$ cat src/rtl/io_out_fifo.sv
// Per-port elastic output buffer behind io_switch: a first-word-fall-through FIFO
// with occupancy flags and a saturating back-pressure cycle counter.
module io_out_fifo #(
    parameter int DATA_WIDTH = 32,
    parameter int DEPTH      = 8,
    parameter int AF_THRESH  = 6
) (
    input  logic                       clk,
    input  logic                       rst,
    input  logic                       flush,
    input  logic [DATA_WIDTH-1:0]      in_data,
    input  logic                       in_valid,
    output logic                       in_ready,
    output logic [DATA_WIDTH-1:0]      out_data,
    output logic                       out_valid,
    input  logic                       out_ready,
    output logic [$clog2(DEPTH):0]     count,
    output logic                       empty,
    output logic                       full,
    output logic                       almost_full,
    output logic [15:0]                stall_cnt
);

    localparam int AW = $clog2(DEPTH);
    localparam int CW = AW + 1;

    if (DEPTH < 2 || (DEPTH & (DEPTH - 1)) != 0) begin : g_bad_depth
        $error("io_out_fifo: DEPTH must be a power of two and at least 2");
    end
    if (AF_THRESH < 1 || AF_THRESH > DEPTH) begin : g_bad_af
        $error("io_out_fifo: AF_THRESH must lie in 1..DEPTH");
    end

    logic [DATA_WIDTH-1:0] mem [DEPTH];
    logic [AW-1:0]         wr_ptr;
    logic [AW-1:0]         rd_ptr;
    logic                  push;
    logic                  pop;

    // in_ready looks only at registered count, so a pop never frees a slot in the same cycle.
    always_comb begin
        empty       = (count == '0);
        full        = (count == CW'(DEPTH));
        almost_full = (count >= CW'(AF_THRESH));
        in_ready    = !full && !rst;
        out_valid   = !empty && !rst;
        out_data    = out_valid ? mem[rd_ptr] : '0;
        push        = in_valid && in_ready;
        pop         = out_valid && out_ready;
    end

    always_ff @(posedge clk) begin
        if (push && !flush) begin
            mem[wr_ptr] <= in_data;
        end
    end

    always_ff @(posedge clk) begin
        if (rst) begin
            wr_ptr <= '0;
            rd_ptr <= '0;
            count  <= '0;
        end else if (flush) begin
            wr_ptr <= '0;
            rd_ptr <= '0;
            count  <= '0;
        end else begin
            if (push) begin
                wr_ptr <= wr_ptr + AW'(1);
            end
            if (pop) begin
                rd_ptr <= rd_ptr + AW'(1);
            end
            case ({push, pop})
                2'b10:   count <= count + CW'(1);
                2'b01:   count <= count - CW'(1);
                default: count <= count;
            endcase
        end
    end

    // Debug counter survives flush; only rst clears it.
    always_ff @(posedge clk) begin
        if (rst) begin
            stall_cnt <= '0;
        end else if (out_valid && !out_ready && stall_cnt != 16'hFFFF) begin
            stall_cnt <= stall_cnt + 16'd1;
        end
    end

endmodule

$ cat config.mk
export PLATFORM = sky130hd
export DESIGN_NAME = io_out_fifo
export DESIGN_NICKNAME = d
export VERILOG_FILES = /design/src/rtl/io_out_fifo.sv
export SDC_FILE = /design/constraint.sdc
export NUM_CORES = 1
export LEC_CHECK = 0
export CORE_MARGIN = 1.5
export CORE_UTILIZATION = 55
export DETAILED_ROUTE_END_ITERATION = 6
export GPL_ROUTABILITY_DRIVEN = 0
export PLACE_DENSITY = 0.74
export REMOVE_ABC_BUFFERS = 1
export SLEW_MARGIN = 5
export SYNTH_ARGS = -nofsm -noshare
export SYNTH_HDL_FRONTEND = slang
export SYNTH_SLANG_ARGS = --single-unit
$ cat constraint.sdc
create_clock -name clk -period 7.8 [get_ports clk]
set_input_delay 1.95 -clock clk [delete_from_list [all_inputs] [get_ports clk]]
set_output_delay 1.95 -clock clk [all_outputs]
set_load 0.1 [all_outputs]
# Word level (Yosys, flattened, before mapping)
# Memory sizes are Yosys's and may differ from the RTL's. A register that Yosys moved wholly into a read port is not among the register bits.
# Index checks and enable logic that the tools add are counted.
# word_totals
register_bits,26
mem_bits_rw,256
input_bits,37
output_inout_bits,57
elab_cells,36
memories,1
# mem_list
name,depth,width,rd,rd_clocked_by_memory_dff,write_ports,line_no,source
mem,8,32,1,1,1,34,logic [DATA_WIDTH-1:0] mem [DEPTH];
# op_classes
addsub,5
order_cmp,1
n_eq_ne,4
muxes,6
n_reduce_logical,15
# op_table
operator,count
$mux W32,1
$add A16 B1 Y16 const B,1
$ne A16 B16 Y1 const B,1
$pmux W4 S2,1
$logic_and A1 B1 Y1,7
$add A3 B1 Y3 const B,2
$mux W3,2
$logic_not A1 Y1,5
$add A4 B1 Y4 const B,1
$eq A4 B4 Y1 const B,1
$ge A4 B3 Y1 const B,1
$logic_not A4 Y1,1
$sub A4 B1 Y4 const B,1
$eq A2 B1 Y1 const B,1
$eq A2 B2 Y1 const B,1
$mux W1,2
$reduce_bool A2 Y1,1
$reduce_or A2 Y1,1

# Longest topological paths before layout
# logic_depth
depth_word,7
mapped_depth,10
depth_no_buf,10

# Least setup slack after synthesis
# No wires, ideal clock.
# synth_timing
kind,reg-to-output
start,reg count[3]
end,out in_ready
arrival_ns,6.167
t_required_ns,5.850
setup_slack_ns,-0.317
path_stages_with_launch,3
n_path_buf,0
path_cell_list,dfxtp_1 -> nor4b_1 -> nor2_1
# synth_via
elab_chain_cells,3
# synth_rtl
item,line_no,source
start: declaration,17,"output logic [$clog2(DEPTH):0] count,"
start signal: assignment,75,2'b10: count <= count + CW'(1);
start signal: assignment,76,2'b01: count <= count - CW'(1);
start signal: assignment,77,default: count <= count;
$eq A4 B4 Y1,43,full = (count == CW'(DEPTH));
net full,19,"output logic full,"
$logic_not A1 Y1,45,in_ready = !full && !rst;
$logic_and A1 B1 Y1,45,
end: declaration,13,"output logic in_ready,"
# The timed path passes the listed nets, and every way through them passes these cells.

# Worst setup path in the final report
# layout_timing
start,in rst
end,out out_data[20]
# layout_via
elab_chain_cells,3
# layout_rtl
item,line_no,source
start: declaration,9,"input logic rst,"
$logic_not A1 Y1,46,out_valid = !empty && !rst;
$logic_and A1 B1 Y1,46,
$mux W32,47,out_data = out_valid ? mem[rd_ptr] : '0;
end: declaration,14,"output logic [DATA_WIDTH-1:0] out_data,"
# No other way between the ends.

==> impl_results.rst <==
.. list-table::
   :header-rows: 1

   * - Metric
     - Value
   * - Clock net sink count
     - 285
   * - Share of post-route cells with drive strength above 1
     - 23.0%
   * - Arrival time of the worst setup path
     - 4160 ps
   * - Share of the cycle needed by the critical path after routing
     - 78.4%
   * - Ranking of synthesized cells by area
     - sky130_fd_sc_hd__edfxtp_1, sky130_fd_sc_hd__mux4_2, sky130_fd_sc_hd__dfxtp_1
   * - Total negative slack
     - 0 ps
   * - Sequential-to-total area share from yosys stat
     - 73.4%
   * - Clock network power share
     - 40.3%
   * - Portion of synthesized cell area occupied by the leading cell type
     - 68.3%
   * - Highest Clock Rate
     - 164 MHz
   * - Number of buffers added by the clock tree synthesis step
     - 28
   * - Busiest metal layer after global routing
     - met2
   * - Nature of the critical path endpoint
     - output pin
   * - Min-Delay Path Class
     - reg2reg
   * - Met3 Resource Use GR
     - 3.91%
   * - Max-Cap Viols
     - 0
   * - Via count of the first global-routing pass
     - 6079
   * - Total net switching power
     - 592 µW
   * - Final Routed Wirelength
     - 21400 µm
   * - Number of vias in the routed layout
     - 5833
   * - Die Outline Area
     - 0.0213 mm²
   * - Met1 track demand over resource
     - 26.6%
   * - Number of distinct standard cells referenced by the synthesized netlist
     - 47
   * - Horiz. Die Dim
     - 146 µm
   * - Max-slew violation total from the final report
     - 0
   * - Cell count after synthesis
     - 594
   * - Critical path data required time
     - 5850 ps
   * - Number of hold buffers added after cts
     - 0
   * - Synth cell count leaders
     - sky130_fd_sc_hd__edfxtp_1, sky130_fd_sc_hd__mux4_2, sky130_fd_sc_hd__nor2_1, sky130_fd_sc_hd__mux2i_1, sky130_fd_sc_hd__dfxtp_1
   * - Initial antenna violation count
     - 0
   * - Cell with the most instances after synthesis
     - sky130_fd_sc_hd__edfxtp_1
   * - Placed instance area
     - 0.0125 mm²
   * - Critical Path Start Type
     - primary input
   * - Async SR Flop Fraction
     - 0%
   * - DRC violation count after routing
     - 0
   * - Yosys top cell by area
     - sky130_fd_sc_hd__edfxtp_1
   * - Category of the critical setup timing path
     - in2out
   * - Clock insertion delay at the later pin of the skew report
     - 530 ps
   * - Clock tree from TritonCTS
     - done
   * - Areal power density over the cells
     - 224 mW/mm²
   * - Maximum number of pins on one net before global-route repair
     - 55
   * - GRT overflow
     - 0
   * - Die Height
     - 146 µm
   * - Setup crit start
     - rst
   * - Hpwl dp
     - 12500 µm
   * - Share of total power in combinational logic
     - 3.5%
   * - Reg power frac
     - 56.2%
   * - Area growth from synthesis to layout
     - 17.9%
   * - Final design area excluding fillers
     - 0.0133 mm²
   * - Netlist area before placement
     - 0.0113 mm²
   * - Total global routing track utilization
     - 20.5%
   * - Number of flip-flops and latches in the synthesized netlist
     - 285
   * - Wire length of the first global-routing pass
     - 33500 µm
   * - Routed len/inst
     - 21.6 µm
   * - Setup Skew
     - 8.62 ps
   * - DR iter-0 viols
     - 377
   * - Final-report hold violation count
     - 0
   * - Ys flop type
     - sky130_fd_sc_hd__edfxtp_1
   * - Min Clock Period, post-route
     - 6110 ps
   * - Synthesized area per cell
     - 19.0 µm²
   * - First-pass iteration count of the detailed router
     - 4
   * - Number of enable flip-flop cells after synthesis
     - 256
   * - Total I/O pin count
     - 94
   * - Clk root buf
     - sky130_fd_sc_hd__clkbuf_16
   * - # resized after CTS
     - 0
   * - Critical register-to-register path startpoint
     - count[1]$_SDFFE_PP0P_
   * - Max H-tree Level
     - 1
   * - Number of buffers added on ports
     - 93
   * - Post-DRT Antenna Nets
     - 0
   * - Switching part of the total power
     - 19.9%
   * - Core Footprint
     - 0.0202 mm²
   * - Final number of setup-violating endpoints
     - 0
   * - Standby leakage power
     - 0.00410 µW
   * - Deepest clock path buffer count
     - 3
   * - Peak supply drop
     - 200 µV
   * - Clock-pin slew on the worst setup and hold paths
     - 60 ps
   * - Post-detailed-route via-to-cell ratio
     - 5.89
   * - Highest net fanout along the worst path
     - 34
   * - Number of nets in the layout
     - 743
   * - Final antenna diode count
     - 0
   * - Start point of the worst min-delay path
     - rd_ptr[1]$_SDFFE_PP0P_
   * - Slew at the pin closest to its max-slew limit
     - 1080 ps
   * - Outcome
     - finished clean
   * - Met2 usage in global routing
     - 36.0%
   * - Max-slew headroom at the worst pin
     - 27.1%
   * - Setup repair after global routing missed its margin
     - no
   * - FP Rows
     - 52
   * - Count of synthesis-stage warnings from yosys
     - 0
   * - Starting Density
     - 55.8%
   * - Design internal power
     - 2380 µW
   * - Setup bufs post-CTS
     - 0
path summary, 6_finish.rpt:
kind,end,slack (ps),depth (start not counted)
setup / recovery,out_data[20],1690,4
hold / removal,flop,520,2
setup reg to reg,mem[4][8]$_DFFE_PP_,4490,5
hold reg to reg,flop,520,2
metal layers:
metal,wire length [µm],up-vias
met5,0,-
met4,476,0
met3,1330,37
met2,11000,190
met1,8530,2987
li1,-,2619
layout by cell type, fill, tap and decap left out, types with 4 or more instances in the layout:
master                            synthesis  final
sky130_fd_sc_hd__nor2_1                  51     49
sky130_fd_sc_hd__clkbuf_16                0     29
sky130_fd_sc_hd__o31ai_1                  5      5
sky130_fd_sc_hd__o311ai_0                 4      4
sky130_fd_sc_hd__nor4b_2                  0      4
sky130_fd_sc_hd__inv_1                   11     11
sky130_fd_sc_hd__mux2i_1                 36     36
sky130_fd_sc_hd__ha_1                     6      6
sky130_fd_sc_hd__edfxtp_1               256    256
sky130_fd_sc_hd__clkbuf_1                16     12
sky130_fd_sc_hd__clkdlybuf4s50_1          0     60
sky130_fd_sc_hd__mux4_2                  64     64
sky130_fd_sc_hd__nand3_1                  7      7
sky130_fd_sc_hd__dfxtp_1                 29     26
sky130_fd_sc_hd__or4_1                    6      6
sky130_fd_sc_hd__buf_4                    0     45
sky130_fd_sc_hd__nor4_2                   1      4
sky130_fd_sc_hd__clkinv_1                 0      7
sky130_fd_sc_hd__a21oi_1                 15     15
sky130_fd_sc_hd__nand4_1                  4      4
sky130_fd_sc_hd__o21ai_0                  4      4
sky130_fd_sc_hd__nor3_1                   6      6
sky130_fd_sc_hd__or2_2                    4      4
sky130_fd_sc_hd__nand2_1                 12     12
layout make-up:
| class | instances | area (µm²) |
|---|---|---|
| flip-flops and latches | 285 | 8270 |
| fillers | 1375 | 6890 |
| multi-input cells | 268 | 2870 |
| repair buffers | 105 | 938 |
| clock buffers | 41 | 771 |
| well taps | 270 | 338 |
| clock inverters | 11 | 48.8 |
| inverters | 11 | 41.3 |
metrics by stage:
step                      setup slack, ps  power, µW  hold slack [ps]  instances  util, %
after detailed placement             1660       1810              507        939     61.7
after global placement               1710       1810              478        939     61.7
final                                1690       2980              516        991     65.8
after floorplan                      -317       1760              472        564        -
after CTS                            1660       3000              516        991     65.8
after global routing                 1480       3060              545        991     65.8
worst max-delay path, cell delays in order:
cell and delay (ps):
sky130_fd_sc_hd__clkdlybuf4s50_1 990, sky130_fd_sc_hd__or2_2 790, sky130_fd_sc_hd__nor2_1 130, sky130_fd_sc_hd__buf_4 270
state kept, by name (all words and copies together), names as in the netlist, named ones only:
name       cells
wr_ptr         3
stall_cnt     16
count          4
mem          256
rd_ptr         3
power groups by stage:
stage	clock, µW	sequential (µW)	combinational, µW
2_1_floorplan	0	1710	51.5
3_3_place_gp	0	1700	102
3_5_place_dp	0	1700	106
4_1_cts	1220	1670	106
5_1_grt	1280	1670	112
6_report	1200	1670	105
cell families (layout without fill, tap and decap cells):
| family | Yosys count | count (layout) | synth area share [%] |
|---|---|---|---|
| flip-flops | 285 | 285 | 73.4 |
| AND/OR/NAND/NOR | 120 | 120 | 5.56 |
| buffers and inverters | 41 | 168 | 1.61 |
| AO/OA/AOI/OAI | 33 | 33 | 1.86 |
| multiplexers | 103 | 103 | 16.3 |
| adder cells (fa/ha/maj) | 7 | 7 | 0.845 |
| XOR/XNOR | 5 | 5 | 0.389 |
Power figures use the tool's default switching activity.
